==> src/rtl/dht11_reader.sv <==
// DHT11 single-wire master: issues the start pulse, validates the sensor response,
// captures 40 bits MSB first and verifies the checksum before publishing the bytes.
module dht11_reader #(
   parameter int CLK_FREQ_HZ   = 50_000_000,
   parameter int START_LOW_US  = 19000,
   parameter int TIMEOUT_US    = 200,
   parameter int BIT_THRESH_US = 50,
   parameter int MIN_PERIOD_MS = 1000
) (
   input  logic       clock,
   input  logic       reset,
   input  logic       start,
   input  logic       dht_in,
   output logic       dht_oe,
   output logic       busy,
   output logic       done,
   output logic       error,
   output logic [1:0] error_code,
   output logic [7:0] hum_int,
   output logic [7:0] hum_dec,
   output logic [7:0] temp_int,
   output logic [7:0] temp_dec
);
   localparam int          CYC_PER_US = CLK_FREQ_HZ / 1_000_000;
   localparam int          TW         = (CYC_PER_US > 1) ? $clog2(CYC_PER_US) : 1;
   localparam logic [31:0] COOL_US    = 32'(MIN_PERIOD_MS) * 32'd1000;

   typedef enum logic [3:0] {
      IDLE, START_LOW, WAIT_RESP, RESP_LOW, RESP_HIGH,
      BIT_LOW, BIT_HIGH, CHECK, FAIL, COOLDOWN
   } state_t;

   state_t state, state_next;

   // sync[1:0] is the synchronizer, sync[2] the previous synced level; both
   // edges see the same pipeline so measured pulse widths carry no bias.
   logic [2:0] sync;
   logic       rose, fell;

   always_ff @(posedge clock) begin
      if (reset) sync <= 3'b111;
      else       sync <= {sync[1:0], dht_in};
   end

   assign rose = sync[1] & ~sync[2];
   assign fell = ~sync[1] & sync[2];

   logic [TW-1:0] tick_cnt;
   logic [31:0]   us_cnt;
   logic          tick;
   logic [31:0]   width;
   logic          start_done, tmo, cool_done, bit_val;

   assign tick = (tick_cnt == TW'(CYC_PER_US - 1));

   // Both counters restart on every state change, so us_cnt is time spent in the state.
   always_ff @(posedge clock) begin
      if (reset || state_next != state || state == IDLE) begin
         tick_cnt <= '0;
         us_cnt   <= '0;
      end else begin
         tick_cnt <= tick ? '0 : tick_cnt + 1'b1;
         if (tick) us_cnt <= us_cnt + 32'd1;
      end
   end

   assign start_done = tick && (us_cnt == 32'(START_LOW_US - 1));
   assign tmo        = tick && (us_cnt == 32'(TIMEOUT_US - 1));
   assign cool_done  = tick && (us_cnt == COOL_US - 32'd1);
   assign width      = us_cnt + {31'd0, tick};
   assign bit_val    = (width > 32'(BIT_THRESH_US));

   logic [39:0] sr;
   logic [5:0]  bit_cnt;
   logic [7:0]  sum;
   logic        sum_ok;
   logic [1:0]  fail_code;

   assign sum    = sr[39:32] + sr[31:24] + sr[23:16] + sr[15:8];
   assign sum_ok = (sum == sr[7:0]);

   always_ff @(posedge clock) begin
      if (reset) state <= IDLE;
      else       state <= state_next;
   end

   always_comb begin
      state_next = state;
      fail_code  = 2'b00;
      dht_oe     = 1'b0;
      done       = 1'b0;
      error      = 1'b0;
      case (state)
         IDLE:      if (start) state_next = START_LOW;
         START_LOW: begin
            dht_oe = 1'b1;
            if (start_done) state_next = WAIT_RESP;
         end
         WAIT_RESP: begin
            if (fell)     state_next = RESP_LOW;
            else if (tmo) begin state_next = FAIL; fail_code = 2'b01; end
         end
         RESP_LOW: begin
            if (rose)     state_next = RESP_HIGH;
            else if (tmo) begin state_next = FAIL; fail_code = 2'b01; end
         end
         RESP_HIGH: begin
            if (fell)     state_next = BIT_LOW;
            else if (tmo) begin state_next = FAIL; fail_code = 2'b01; end
         end
         BIT_LOW: begin
            if (rose)     state_next = BIT_HIGH;
            else if (tmo) begin state_next = FAIL; fail_code = 2'b10; end
         end
         BIT_HIGH: begin
            if (fell)     state_next = (bit_cnt == 6'd39) ? CHECK : BIT_LOW;
            else if (tmo) begin state_next = FAIL; fail_code = 2'b10; end
         end
         CHECK: begin
            if (sum_ok) begin
               done       = ~reset;
               state_next = COOLDOWN;
            end else begin
               state_next = FAIL;
               fail_code  = 2'b11;
            end
         end
         FAIL: begin
            error      = ~reset;
            state_next = COOLDOWN;
         end
         COOLDOWN:  if (cool_done) state_next = IDLE;
         default:   state_next = IDLE;
      endcase
   end

   assign busy = (state != IDLE);

   always_ff @(posedge clock) begin
      if (reset) begin
         sr         <= '0;
         bit_cnt    <= '0;
         error_code <= 2'b00;
         hum_int    <= '0;
         hum_dec    <= '0;
         temp_int   <= '0;
         temp_dec   <= '0;
      end else begin
         if (state == IDLE && start) begin
            sr         <= '0;
            bit_cnt    <= '0;
            error_code <= 2'b00;
         end
         if (state == BIT_HIGH && fell) begin
            sr      <= {sr[38:0], bit_val};
            bit_cnt <= bit_cnt + 6'd1;
         end
         // Code lands on FAIL entry so it is already valid alongside the error pulse.
         if (state_next == FAIL) error_code <= fail_code;
         if (state == CHECK && sum_ok) begin
            hum_int  <= sr[39:32];
            hum_dec  <= sr[31:24];
            temp_int <= sr[23:16];
            temp_dec <= sr[15:8];
         end
      end
   end
endmodule

==> config.mk <==
export PLATFORM = sky130hd
export DESIGN_NAME = dht11_reader
export DESIGN_NICKNAME = d
export VERILOG_FILES = /design/src/rtl/dht11_reader.sv
export SDC_FILE = /design/constraint.sdc
export NUM_CORES = 1
export LEC_CHECK = 0
export CAP_MARGIN = 30
export CORE_MARGIN = 2
export CORE_UTILIZATION = 60
export DETAILED_ROUTE_END_ITERATION = 12
export GPL_ROUTABILITY_DRIVEN = 0
export PLACE_DENSITY = 0.81
export SLEW_MARGIN = 20
export SYNTH_ARGS = -nofsm -noshare
export SYNTH_HDL_FRONTEND = slang
export SYNTH_SLANG_ARGS = --single-unit
==> constraint.sdc <==
create_clock -name clock -period 7.59 [get_ports clock]
set_clock_uncertainty 0.15 [all_clocks]
set_input_delay 0.759 -clock clock [delete_from_list [all_inputs] [get_ports clock]]
set_output_delay 0.759 -clock clock [all_outputs]
set_load 0.01 [all_outputs]
**Yosys cells after proc, flatten, opt, wreduce, memory -nomap -nowiden**

Cells that the tools add are included.

- Word-level logic and storage cells: 85
- Output and inout port bits: 38
- Bits of input ports: 4
- Bits in registers: 125

- Magnitude comparators: 1
- Reduce and logical (&&, ||, !) cells: 14
- Multiplexer cells: 30
- Eq/ne operators: 17
- Add/sub/neg operators: 7
- Bitwise logic cells: 5

Operators with widths:

| cell | count |
|---|---|
| $mux W40 | 2 |
| $pmux W4 S10 | 1 |
| $mux W4 | 9 |
| $add A32 B1 Y32 | 1 |
| $add A32 B1 Y32 const B | 1 |
| $eq A32 B15 Y1 const B | 1 |
| $eq A32 B20 Y1 const B | 1 |
| $eq A32 B8 Y1 const B | 1 |
| $gt A32 B6 Y1 const B | 1 |
| $add A8 B8 Y8 | 3 |
| $mux W2 | 9 |
| $eq A4 B3 Y1 const B | 4 |
| $add A6 B1 Y6 const B | 2 |
| $eq A4 B4 Y1 const B | 3 |
| $eq A6 B6 Y1 const B | 2 |
| $mux W6 | 2 |
| $pmux W2 S5 | 1 |
| $eq A4 B2 Y1 const B | 2 |
| $eq A8 B8 Y1 | 1 |
| $logic_and A1 B1 Y1 | 6 |
| $mux W1 | 6 |
| $eq A4 B1 Y1 const B | 1 |
| $logic_not A4 Y1 | 1 |
| $ne A4 B4 Y1 | 1 |
| 6 further kinds | 12 |

**Depth between registers and ports, before layout**

Gate-level depths: netlist of the first run.

- Word-level depth: 10
- Gate-level depth with buffers: 17
- Gate-level depth less buffers: 14

**Least setup slack after synthesis of the first run**

Ideal clock, no wire load.

- Path kind: flip-flop to output port
- Start: reg sr[9]
- End: out done
- Path buffers: 0
- Arrival: 3.435 ns
- Data required time: 6.681 ns
- Path slack: 3.246 ns
- Cell stages (with the launch flop): 15
- Cells stage by stage: dfxtp_1 > fa_1 > inv_1 > fa_1 > inv_1 > ha_1 > inv_1 > fa_1 > nor2b_1 > o21a_1 > o211a_1 > or3_1 > and2_1 > or4_1 > nor2_1

- Cells in the longest elaborated chain, start to end: 4

Ends and longest elaborated chain:

| item | RTL line | source |
|---|---|---|
| start, declared | 73 | `logic [39:0] sr;` |
| start signal, assigned | 155 | `sr <= {sr[38:0], bit_val};` |
| $add A8 B8 Y8 | 79 | `assign sum = sr[39:32] + sr[31:24] + sr[23:16] + sr[15:8];` |
| $eq A8 B8 Y1 | 80 | `assign sum_ok = (sum == sr[7:0]);` |
| $mux W1 | 120 | `if (sum_ok) begin` |
| $mux W1 | 93 | `case (state)` |
| end, declared | 16 | `output logic done,` |

No other way between the ends.

**Worst setup path in the final report of the first run**

Ends and elaborated chain as after synthesis.

==> results.md, run 1 <==
* Register-to-register path setup slack at 2.96 ns
* Detailed Routing Iterations Pass 1 at 7
* Number of levels in the clock H-tree at 4
* Fin worst setup slack at 1.96 ns
* Remaining DRCs at 0
* Buffers on Ports at 41
* Die footprint at 0.0120 sq mm
* Final setup violating endpoints at 0
* Combinational group share of total power at 3.1%
* Post CTS Setup Buffer Count at 0
* Routed length per placed instance at between 15 and 20 um
* Hold buffer count at cts at 0
* Maximum buffer depth of the clock tree at 2
* Net Sw Frac at 23.8%
* Cell Pwr Density at 197 mW/mm^2
* Number of ports placed on the die boundary at 42
* Average cell area after synthesis at 9.00 sq um
* Slew at the pin with the worst max-slew slack at around 0.89 ns
* Crit path capture type: output pin
* Combined area of the multi-input logic cells at 0.00382 sq mm
* Post-DP HPWL at 10.2 mm
* Setup repair after global routing missed its margin: no
* Cell row count at 38
* Time the final worst path needs with I/O delays and setup at between 5 and 6 ns
* Crit path arrival time at roughly 4.7 ns
* Ratio of final minimum period to clock period at 74.2%
* Maximum vdd drop at 0.000211 V
* Cell-internal power at 1.14 mW
* Flip-flop cell with the highest count after synthesis: dfxtp_1
* Synth Area in Compound Gates at 11.0%
* Post-CTS Resized at 0
* Setup Total Neg Slack at 0 ns
* Setup slack after placement at 2.57 ns
* Clock slew seen by the registers of the worst setup and hold paths at around 0.060 ns
* Clock latency on the worst-skew pair at between 0.5 and 0.6 ns
* Num CTS Buffers at 17
* Starting Density at 61.6%
* Final wirelength at roughly 15 mm
* Sequential Area at 0.00250 sq mm
* Outcome: complete, no violations
* Leakage dissipation at 2.93 nW
* HP Class: reg -> reg
* Register share of total power at 44.1%
* Die boundary height at 110 um
* Horizontal die dimension at 110 um
* Post-Synth Adder-Cell Area at 6.61%
* Largest net degree at the start of global routing at 91
* Simple-gate share of the synthesized area at 25.0%
* Gate Count Post-Synth at 745
* Netlist area before placement at 0.00670 sq mm
* Combinational family with the most area after synthesis: simple AND/OR/NAND/NOR gates
* Max Clock Freq at 178 MHz
* Antenna violations before repair at 0
* Unique masters post-synth at 61
* Total core area at around 0.011 sq mm
* Hold violation total from the final report at 0
* Antenna diode instance count at 0
* Critical Path Fanout Max at 4
* Share of power burned in the clock network at 52.8%
* Seq/Total Area, Yosys at 37.3%
* Critical Setup Path Class: reg -> out
* Switching component of the power at 0.356 mW
* Signed area change from the synthesized netlist to the final layout at 13.6%
* Via density per instance at 6.10
* Number of nets produced by synthesis at 776
* Number of global-route vias before repair at 5158
* Post-synth ARST share at 0%
* Overall power after layout at 1.50 mW
* Flip-flop and latch count after synthesis at 125
* Max-slew violation total from the final report at 0
* Number of flops mapped to enable cells by yosys at 0
* Post-layout nets at 780
* Xor and xnor fraction of the mapped netlist area at between 9 and 10%
* Total number of clock tree sinks at about 130
* Layout fillers at 835
* CTS tree: built
* Routed Antenna Nets at 0
* Share of post-route cells with drive strength above 1 at 10.4%
* Number of DRC markers in iteration 0 at 513
* Clock root cell: clkbuf_8
* First-pass GRT wire length at 25.1 mm
* Share of synthesized area spent on multiplexers at 5.10%
* Congestion Overflow GR at 0
* Crit path required time at 6.68 ns
* Count of synthesis-stage warnings from yosys at 0
* Critical Path Start Type: flop
* Total global-route track usage at 27.0%
* Overall via count from detail_route at between 5000 and 6000
* Number of maximum-capacitance constraint violations at 0
* Tightest slew margin relative to the limit at 40.6%
[power by group through the flow]
| stage | Clock [mW] | Sequential, mW | Combinational, mW |
|---|---|---|---|
| global placement | 0 | 0.674 | 0.0458 |
| CTS | 0.802 | 0.660 | 0.0468 |
| floorplan | 0 | 0.673 | 0.0431 |
| finish | 0.790 | 0.660 | 0.0470 |
| global route | 0.831 | 0.660 | 0.0514 |
| detailed placement | 0 | 0.675 | 0.0471 |
[logic make-up (layout without fill, tap and decap cells)]
group / Yosys count / in the layout
compound gates: 99 / 99
mux: 34 / 34
fa+ha+maj: 27 / 27
xor+xnor: 69 / 69
buf+inv: 82 / 99
flops: 125 / 125
simple gates: 309 / 309
[stage by stage]
step / utilization, % / std cells / hold slack [ns] / instance area [sq um]
2_1_floorplan: - / 745 / 0.239 / 6700
4_1_cts: 69.7 / 901 / 0.277 / 7590
3_3_place_gp: 64.4 / 869 / 0.255 / 7020
6_report: 69.9 / 902 / 0.268 / 7610
5_1_grt: 69.9 / 902 / 0.288 / 7610
3_5_place_dp: 64.4 / 869 / 0.258 / 7020
[cell usage after synthesis, drive strengths merged, types with 13 or more instances]
cell / instances / share of area, %
nor2: 104 / 5.8
nor3: 59 / 6.2
nand3: 22 / 1.6
clkbuf: 38 / 2.1
a21oi: 14 / 1.0
dfxtp: 125 / 37
nand4: 20 / 2.0
nand2: 36 / 2.0
xor2: 34 / 4.4
buf: 25 / 2.7
fa: 14 / 4.2
inv: 19 / 1.1
ha: 13 / 2.4
a22oi: 41 / 4.6
nor4: 18 / 2.0
xnor2: 35 / 4.6
mux2i: 33 / 4.9
[path summary, 6_finish.rpt]
kind,startpoint,endpoint,cells after the start
hold / removal,sync[0],sync[1],1
setup reg to reg,sr[9],us_cnt[28],15
hold reg to reg,sync[0],sync[1],1
setup / recovery,sr[9],done,15
[cell type report]
cell class	count	area share (%)
multi-input cells	538	50.2
repair buffers	48	6.18
flip-flops and latches	125	32.9
clock inverters	14	2.05
well taps	140	2.30
clock buffers	18	5.49
inverters	19	0.937
[cells in the final DEF, fill, tap and decap left out, types with 5 or more instances in the layout]
cell	n
clkbuf_16	16
nand4_1	19
o21ai_0	6
nand3_1	22
fa_1	14
nor3_1	36
xor2_1	34
or3_1	7
dfxtp_1	125
or2_2	5
and2_1	6
mux2i_1	33
a31oi_1	6
nand2_1	36
and4_1	6
and3_1	7
a22oi_1	40
a21oi_1	14
buf_4	6
inv_6	5
xnor2_1	35
clkdlybuf4s50_1	40
nor3_2	22
ha_1	13
inv_1	19
nor2_1	104
nor4_1	15
[flip-flops by register name, indices dropped and copies added (netlist names), 3 cells and up]
register and flops:
bit_cnt 6, hum_dec 8, hum_int 8, sr 40, state 4, sync 3
temp_dec 8, temp_int 8, tick_cnt 6, us_cnt 32
[worst max-delay path: stages, from the launching register on]
cell and delay, ns:
dfxtp_1 0.35, fa_1 0.55, inv_1 0.05, fa_1 0.50, inv_1 0.04, ha_1 0.20
inv_1 0.07, fa_1 0.20, nor2b_1 0.06, o21a_1 0.19, o211a_1 0.23, or3_1 0.37
and2_1 0.19, or4_1 0.51, nor2_1 0.11, clkdlybuf4s50_1 0.55
[metal layers]
metal  wire, um  GRT usage (%)  vias up
li1           -              -     2643
met3       1070           7.82       22
met1       6840           36.5     2620
met4        241           9.22        0
met2       7130           41.4      217
met5          0              0        -
Power figures use the tool's default switching activity.
==> run 2: changes to the inputs <==
clock period = 5.55 ns   (was 7.59 ns; I/O delays follow)
==> results.md, run 2 (synthesis gave the netlist of run 1 again) <==
* Reg-to-reg critical path endpoint: us_cnt[29]
* Largest net degree at the start of global routing at 78
* Most common library cell in the layout ignoring fill and taps: dfxtp_1
* Leakage dissipation at roughly 2.9 nW
* Slowest stage delay, CP at 0.55 ns
* Top flop regs: sr (40), us_cnt (32)
* Post-layout nets at 780
* CTS tree: built
* Total global-route track usage at approximately 28%
* Commonest cells after routing, fill and taps aside: dfxtp_1, nor2_1, a22oi_1, clkdlybuf4s50_1
* Clock latency on the worst-skew pair at 0.54 ns
* Sum of buffers and inverters on the critical path at 4
* Crit path capture type: output pin
* Critical Path Start Type: flop
* Worst-case reg-to-reg path depth at 15
* Clock slew seen by the registers of the worst setup and hold paths at around 0.060 ns
* HP Class: in -> reg
* Flip-flop count of the largest register, all copies and words added at 40
* Die footprint at about 0.012 sq mm
* Antenna violations before repair at 0
* Die boundary height at 110 um
* Register-to-register path setup slack at 1.11 ns
* Buffers on Ports at 41
* Slew at the pin with the worst max-slew slack at 0.802 ns
* Instance count after placement with tap cells included at 870
* Final setup violating endpoints at 0
* Critical Setup Path Class: reg -> out
* Final wirelength at approximately 16 mm
* Total number of clock tree sinks at about 130
* Cell Pwr Density at 270 mW/mm^2
* Post-DP HPWL at 10.5 mm
* Worst reg2reg startpoint: sr[9]
* Register with the most flip-flops: sr
* Routed Antenna Nets at 0
* Sequential Area at roughly 0.0025 sq mm
* Layout fillers at 815
* Crit path launch: sr[9]
* Critical-path top delay cell: fa_1
* Clock root cell: clkbuf_8
* Number of levels in the clock H-tree at 4
* Worst Hold Path Cells at 2
* Combined area of the multi-input logic cells at 0.00382 sq mm
* Overall via count from detail_route at 5629
* Horizontal die dimension at ~110 um
* Time the final worst path needs with I/O delays and setup at 5.01 ns
* Share of post-route cells with drive strength above 1 at 10.5%
* Max-slew violation total from the final report at 0
* Outcome: complete, no violations
* Via density per instance at 6.24
* Total core area at 0.0109 sq mm
* Crit path arrival time at 4.31 ns
* Antenna diode instance count at 0
* Maximum vdd drop at 0.000357 V
* Remaining DRCs at 0
* Congestion Overflow GR at 0
* Non-filler instance count after layout at 902
* Number of maximum-capacitance constraint violations at 0
* Cell row count at 38
* Cell type group with the largest total delay on the critical path: adder cells
* Hold violation total from the final report at 0
* Finished Core Util at 69.8%
* Setup repair after global routing missed its margin: no
* Hold wc startpoint: reset
* Crit path required time at 4.85 ns
* Starting Density at between 60% and 70%
* CP cell instances: fa_1 -> inv_1 -> fa_1 -> inv_1 -> ha_1 -> inv_1 -> fa_1 -> nor2b_1 -> o21a_1 -> o211a_1 -> or3_1 -> and2_1 -> or4_1 -> nor2_1 -> dlymetal6s2s_1
* Detailed Routing Iterations Pass 1 at 5
* Signed area change from the synthesized netlist to the final layout at 13.4%
* Routed length per placed instance at 17.6 um
* Hold Crit Endpoint: bit_cnt[1]
* Number of global-route vias before repair at about 5400
* Maximum buffer depth of the clock tree at 2
* Number of DRC markers in iteration 0 at about 510
* Setup Total Neg Slack at 0 ns
* Number of ports placed on the die boundary at 42
* Tightest slew margin relative to the limit at 46.1%
* Max Clock Freq at ~200 MHz
* Num CTS Buffers at 17
* Critical Path Fanout Max at 4
* First-pass GRT wire length at roughly 26 mm
* Ratio of final minimum period to clock period at 90.3%
## run 2: cell count changes in the layout (fill, tap and decap cells not counted), sizes merged
cell,delta
clkinvlp,+3
dlymetal6s2s,+1
clkinv,-2
clkdlybuf4s50,-1
clkbuf,-1
## run 2: repair_timing
item                       4_1_cts  5_1_grt
setup endpoints to repair        0        1
gates resized for setup          0        1
hold buffers                     0        0
setup buffers                    0        0
## run 2: routing by layer
metal	vias to the layer above	part of all wire, %	global-route usage, %
met4	0	2.3	10.8
met2	214	46	44.2
li1	2641	-	-
met3	45	6.8	7.82
met1	2729	45	36.5
met5	-	0	0
## run 2: area by class of cell
cell class	instances	share of cell area, %
Tap cell	140	2.30
Timing Repair Buffer	48	6.06
Sequential cell	125	32.9
Clock buffer	17	5.45
Clock inverter	15	2.14
Inverter	19	0.938
Multi-Input combinational cell	538	50.2
## run 2: metrics by stage
stage               instance area [sq um]  worst slack (ns)  power, mW  hold slack, ns
CTS                                  7600             0.127       2.06           0.189
global placement                     7020             0.818      0.985           0.253
finish                               7600             0.536       2.05           0.200
global route                         7600             0.278       2.11           0.196
floorplan                            6700              1.41      0.979           0.239
detailed placement                   7020             0.734      0.986           0.254
## run 2: report_power, final
| part | switching [mW] | internal, mW | total (mW) |
|---|---|---|---|
| logic | 0.0497 | 0.0150 | 0.0648 |
| registers | 0.00337 | 0.899 | 0.903 |
| clock network | 0.437 | 0.646 | 1.08 |
## run 2: worst max-delay path by stage
stage,to,slack (ns),cells after the start
floorplan,done,1.41,14
detailed placement,done,0.73,15
global route,done,0.28,15
CTS,done,0.13,15
global placement,done,0.82,15
finish,done,0.54,15
==> run 3: changes to the inputs <==
PLACE_DENSITY = not set   (was 0.81)
PLACE_DENSITY_LB_ADDON = 0.3   (was not set)
==> results.md, run 3 (synthesis gave the netlist of run 1 again) <==
* Antenna violations before repair at 0
* Via density per instance at 6.15
* Die boundary height at approximately 110 um
* Number of maximum-capacitance constraint violations at 0
* Top flop regs: sr (40), us_cnt (32)
* Hold violation total from the final report at 0
* Overall via count from detail_route at ~5500
* Slew at the pin with the worst max-slew slack at 0.847 ns
* Time the final worst path needs with I/O delays and setup at 5.09 ns
* Post CTS Setup Buffer Count at 0
* CP cell instances: fa_1 -> inv_1 -> fa_1 -> inv_1 -> ha_1 -> inv_1 -> fa_1 -> nor2b_1 -> o21a_1 -> o211a_1 -> or3_1 -> and2_1 -> or4_1 -> nor2_1 -> dlymetal6s2s_1
* Total global-route track usage at 27.8%
* Num CTS Buffers at 17
* Maximum buffer depth of the clock tree at 2
* Signed area change from the synthesized netlist to the final layout at 13.0%
* Horizontal die dimension at 110 um
* Crit path capture type: output pin
* First-pass GRT wire length at between 20 and 30 mm
* Cell Pwr Density at 263 mW/mm^2
* Post-DP HPWL at approximately 10 mm
* Ratio of final minimum period to clock period at 91.7%
* Share of post-route cells with drive strength above 1 at about a tenth
* Congestion Overflow GR at 0
* Setup Total Neg Slack at 0 ns
* Flip-flop count of the largest register, all copies and words added at 40
* Final setup violating endpoints at 0
* Maximum vdd drop at ~0.00024 V
* Number of global-route vias before repair at 5225
* Register with the most flip-flops: sr
* Setup slack after placement at 0.700 ns
* Layout fillers at 848
* Post-layout nets at 780
* Fin worst setup slack at between 0.4 and 0.5 ns
* Critical Setup Path Class: reg -> out
* Leakage dissipation at between 2 and 3 nW
* Most common library cell in the layout ignoring fill and taps: dfxtp_1
* Remaining DRCs at 0
* Crit path arrival time at 4.39 ns
* Post-CTS Resized at 0
* Detailed Routing Iterations Pass 1 at 5
* Hold buffer count at cts at 0
* Critical Path Start Type: flop
* Max Clock Freq at ~200 MHz
* Critical Path Fanout Max at 4
* Critical-path top delay cell: fa_1
* Crit path required time at 4.85 ns
* Hold Worst Slack at about 0.20 ns
* Tightest slew margin relative to the limit at 43.0%
* CTS tree: built
* Routed length per placed instance at 17.3 um
* Clock root cell: clkbuf_8
* Max-slew violation total from the final report at 0
* Routed Antenna Nets at 0
* Total core area at 0.0109 sq mm
* Overall power after layout at 1.99 mW
* Antenna diode instance count at 0
* Number of DRC markers in iteration 0 at 411
* Outcome: complete, no violations
* Number of ports placed on the die boundary at 42
* Clock latency on the worst-skew pair at 0.54 ns
* Largest net degree at the start of global routing at 81
* Buffers on Ports at 41
* Slowest stage delay, CP at around 0.54 ns
* Total number of clock tree sinks at 125
* Commonest cells after routing, fill and taps aside: dfxtp_1, nor2_1, a22oi_1, clkdlybuf4s50_1
* Finished Core Util at 69.6%
* Starting Density at 61.6%
* Number of levels in the clock H-tree at 4
* Clock slew seen by the registers of the worst setup and hold paths at 0.06 ns
* HP Class: in -> reg
* Cell row count at 38
* Final wirelength at 15.6 mm
* Setup repair after global routing missed its margin: no
* Die footprint at 0.0120 sq mm
-- run 3: cell count changes in the layout (fill, tap and decap cells not counted) --
cell       delta
inv_6         -1
clkinv_4      +1
inv_8         -2
clkbuf_8      +1
clkbuf_1      +1
bufinv_16     -1
clkinv_2      +1
-- run 3: cell type report --
type                    instances  area (sq um)  share of cell area (%)
flip-flops and latches        125          2500                    33.0
repair buffers                 48           460                    6.08
clock buffers                  19           432                    5.70
inverters                      19          71.3                   0.942
well taps                     140           175                    2.31
clock inverters                13           115                    1.52
multi-input cells             538          3820                    50.4
-- run 3: path summary, 6_finish.rpt --
path | cells past startpoint | end | slack (ns) | from
max | 15 | done | 0.46 | sr[9]
min | 2 | state[1] | 0.20 | reset
max reg2reg | 15 | us_cnt[29] | 1.09 | sr[9]
min reg2reg | 1 | sync[1] | 0.27 | sync[0]
-- run 3: metrics by stage --
| stage | instances | area (sq um) |
|---|---|---|
| 3_3_place_gp | 870 | 7020 |
| 4_1_cts | 902 | 7570 |
| 5_1_grt | 902 | 7570 |
| 6_report | 902 | 7570 |
| 2_1_floorplan | 745 | 6700 |
| 3_5_place_dp | 870 | 7020 |
-- run 3: routing by layer --
metal  track usage, %  up-vias  share of wire, %
met5                0        -                 0
met3             7.05       32               7.6
li1                 -     2646                 -
met1             37.8     2626                45
met4             12.3        0               2.2
met2             41.6      241                45
-- run 3: power by group --
group,internal (mW),total (mW),switching (mW)
logic,0.0149,0.0657,0.0508
clock network,0.605,1.02,0.416
registers,0.899,0.903,0.00361
-- run 3: critical path, delay by kind of cell, from the launching register on --
kind | cells | cell delay, ns
DFF | 1 | 0.36
adders and majority gates | 4 | 1.45
buffers and inverters | 4 | 0.37
AOI/OAI and AO/OA | 2 | 0.41
and+or+nand+nor | 5 | 1.26
==> RTL edit: new RTL, config.mk and constraints of run 1 <==
`CLK_FREQ_HZ`: 50_000_000 -> 100_000_000.
--- a/src/rtl/dht11_reader.sv
+++ b/src/rtl/dht11_reader.sv
@@ -1,7 +1,7 @@
 // DHT11 single-wire master: issues the start pulse, validates the sensor response,
 // captures 40 bits MSB first and verifies the checksum before publishing the bytes.
 module dht11_reader #(
-   parameter int CLK_FREQ_HZ   = 50_000_000,
+   parameter int CLK_FREQ_HZ   = 100_000_000,
    parameter int START_LOW_US  = 19000,
    parameter int TIMEOUT_US    = 200,
    parameter int BIT_THRESH_US = 50,
Behaviour: same outputs for any inputs over 10 cycles, from zero or initial values and one cycle with reset high; that may be too few to reach the edited logic, so the function may still have changed.
==> RTL edit against run 1 <==
- total power up 6.7%
- routed wire length is 13% higher
- synthesized cell count rose by 10%
- setup slack better by 0.40 ns
- count of clock-buffer cells in the layout stayed put
- final area grew 4.1%
- area after synthesis is 3.2% higher
- sequential cell count up 1
- sequential share of layout area down 1.1 points
- critical path type unchanged
==> RTL edit: results (changes against run 1) <==
Status
The flow ran to the end, and the final reports show no timing, DRC or antenna violations.

Synth
The synthesis warning total was 0 (unchanged). The count of different cell masters after synthesis is 68 (+11%). The sequential element share of the synthesized area is 36.5% (-0.87 points). The synthesized netlist net count is 852 (+9.8%). Ranked by total cell area, the synthesized netlist is headed by sky130_fd_sc_hd__dfxtp_1 (36%), sky130_fd_sc_hd__xnor2_1 (4.9%), sky130_fd_sc_hd__a22oi_1 (4.6%). The commonest cells after synthesis are sky130_fd_sc_hd__dfxtp_1 (126), sky130_fd_sc_hd__nor2_1 (79), sky130_fd_sc_hd__clkbuf_1 (60), sky130_fd_sc_hd__nand3_1 (56), sky130_fd_sc_hd__o21ai_0 (55).

Clock network
The number of buffers inserted to repair setup after CTS is 0 (unchanged). The clock tree root driver cell is sky130_fd_sc_hd__clkbuf_16. The worst-skew pair later-pin latency is 0.42 ns (-0.12 ns).

Drt
The average wire length per cell after detail routing was 17.8 um (+4.8%). The violation count after the first detailed-routing iteration is 854 (+66%). The number of vias per cell is 6.45 (+5.7%).

Global route
The number of antenna violations at the first check in global routing is 0 (unchanged). The largest net degree at the start of global routing is 92 (+1.1%). The global-route wire length before repair is 29,000 um (+16%). The overall global routing resource usage was 28.4% (+1.4 points). The number of global-route vias before repair is 5,903 (+14%).

Critical path
The arrival time at the worst endpoint came to 4.32 ns (-0.40 ns). The largest incremental delay on the critical path is 0.58 ns (+0.03 ns). The highest-delay cell along the critical path is sky130_fd_sc_hd__clkdlybuf4s50_1.

STA
The pin slew with the least headroom to its limit is 0.911 ns (+0.0205 ns).

Power
The maximum resistive drop on vdd came to 0.000159 V (-24%). The leakage power of the design is 2.71 nW (-7.8%).

Layout
The fraction of layout instances using a drive strength above 1 is 8.56% (-1.8 points). The number of inserted diodes is 0 (unchanged).

Place
The post-DP HPWL is 11,300 um (+11%).
RTL edit: changes by cell type in the layout (fill, tap and decap cells not counted), sizes merged, moves of 9 or more:
cell,change
nand3,+34
and3,+9
nor3,-35
mux2i,-31
a21oi,+32
nor2,-25
a211oi,+30
xor2,-11
o21ai,+50
RTL edit: per-layer routing:
layer  vias up  global-route usage, %  share of wire, %
li1       2970                      -                 -
met2       276                   42.5                45
met1      2978                   40.0                45
met5         -                      0                 0
met4         0                   11.5               2.1
met3        44                   6.37               7.5
RTL edit: area by class of cell:
cell class,instances,area (um2)
multi-input cells,602,4010
fillers,895,3390
flip-flops and latches,126,2520
clock inverters,14,205
inverters,18,67.6
clock buffers,18,439
repair buffers,51,502
well taps,143,179
RTL edit: metrics by stage:
| stage | setup WS, ns | hold slack, ns | std cells | area [um2] | total power, mW |
|---|---|---|---|---|---|
| 3_3_place_gp | 2.91 | 0.245 | 937 | 7240 | 0.727 |
| 6_report | 2.36 | 0.257 | 972 | 7930 | 1.60 |
| 2_1_floorplan | 3.19 | 0.239 | 822 | 6920 | 0.718 |
| 4_1_cts | 2.38 | 0.260 | 972 | 7930 | 1.61 |
| 5_1_grt | 2.10 | 0.281 | 972 | 7930 | 1.64 |
| 3_5_place_dp | 2.84 | 0.246 | 940 | 7280 | 0.728 |
RTL edit: final timing paths:
kind              slack (ns)     from  depth (start not counted)        end
setup / recovery        2.36    sr[9]                         13       done
setup reg to reg        3.08    sr[9]                         15  us_cnt[4]
hold reg to reg         0.26  sync[0]                          1    sync[1]
hold / removal          0.26  sync[0]                          1    sync[1]
RTL edit: logic make-up after synthesis:
kind of cell	share of synthesized area, %
and+or+nand+nor	22.6
AOI/OAI and AO/OA	20.7
adders and majority gates	6.22
DFF	36.5
xor gates and xnor gates	7.85
buffers and inverters	5.75
muxes	0.452
RTL edit: where the power goes:
part	internal (mW)	leakage (nW)	total, mW	switching (mW)
clock	0.564	0.313	0.883	0.319
sequential	0.663	1.02	0.665	0.00209
combinational	0.0109	1.38	0.0499	0.0390
total	1.24	2.71	1.60	0.360
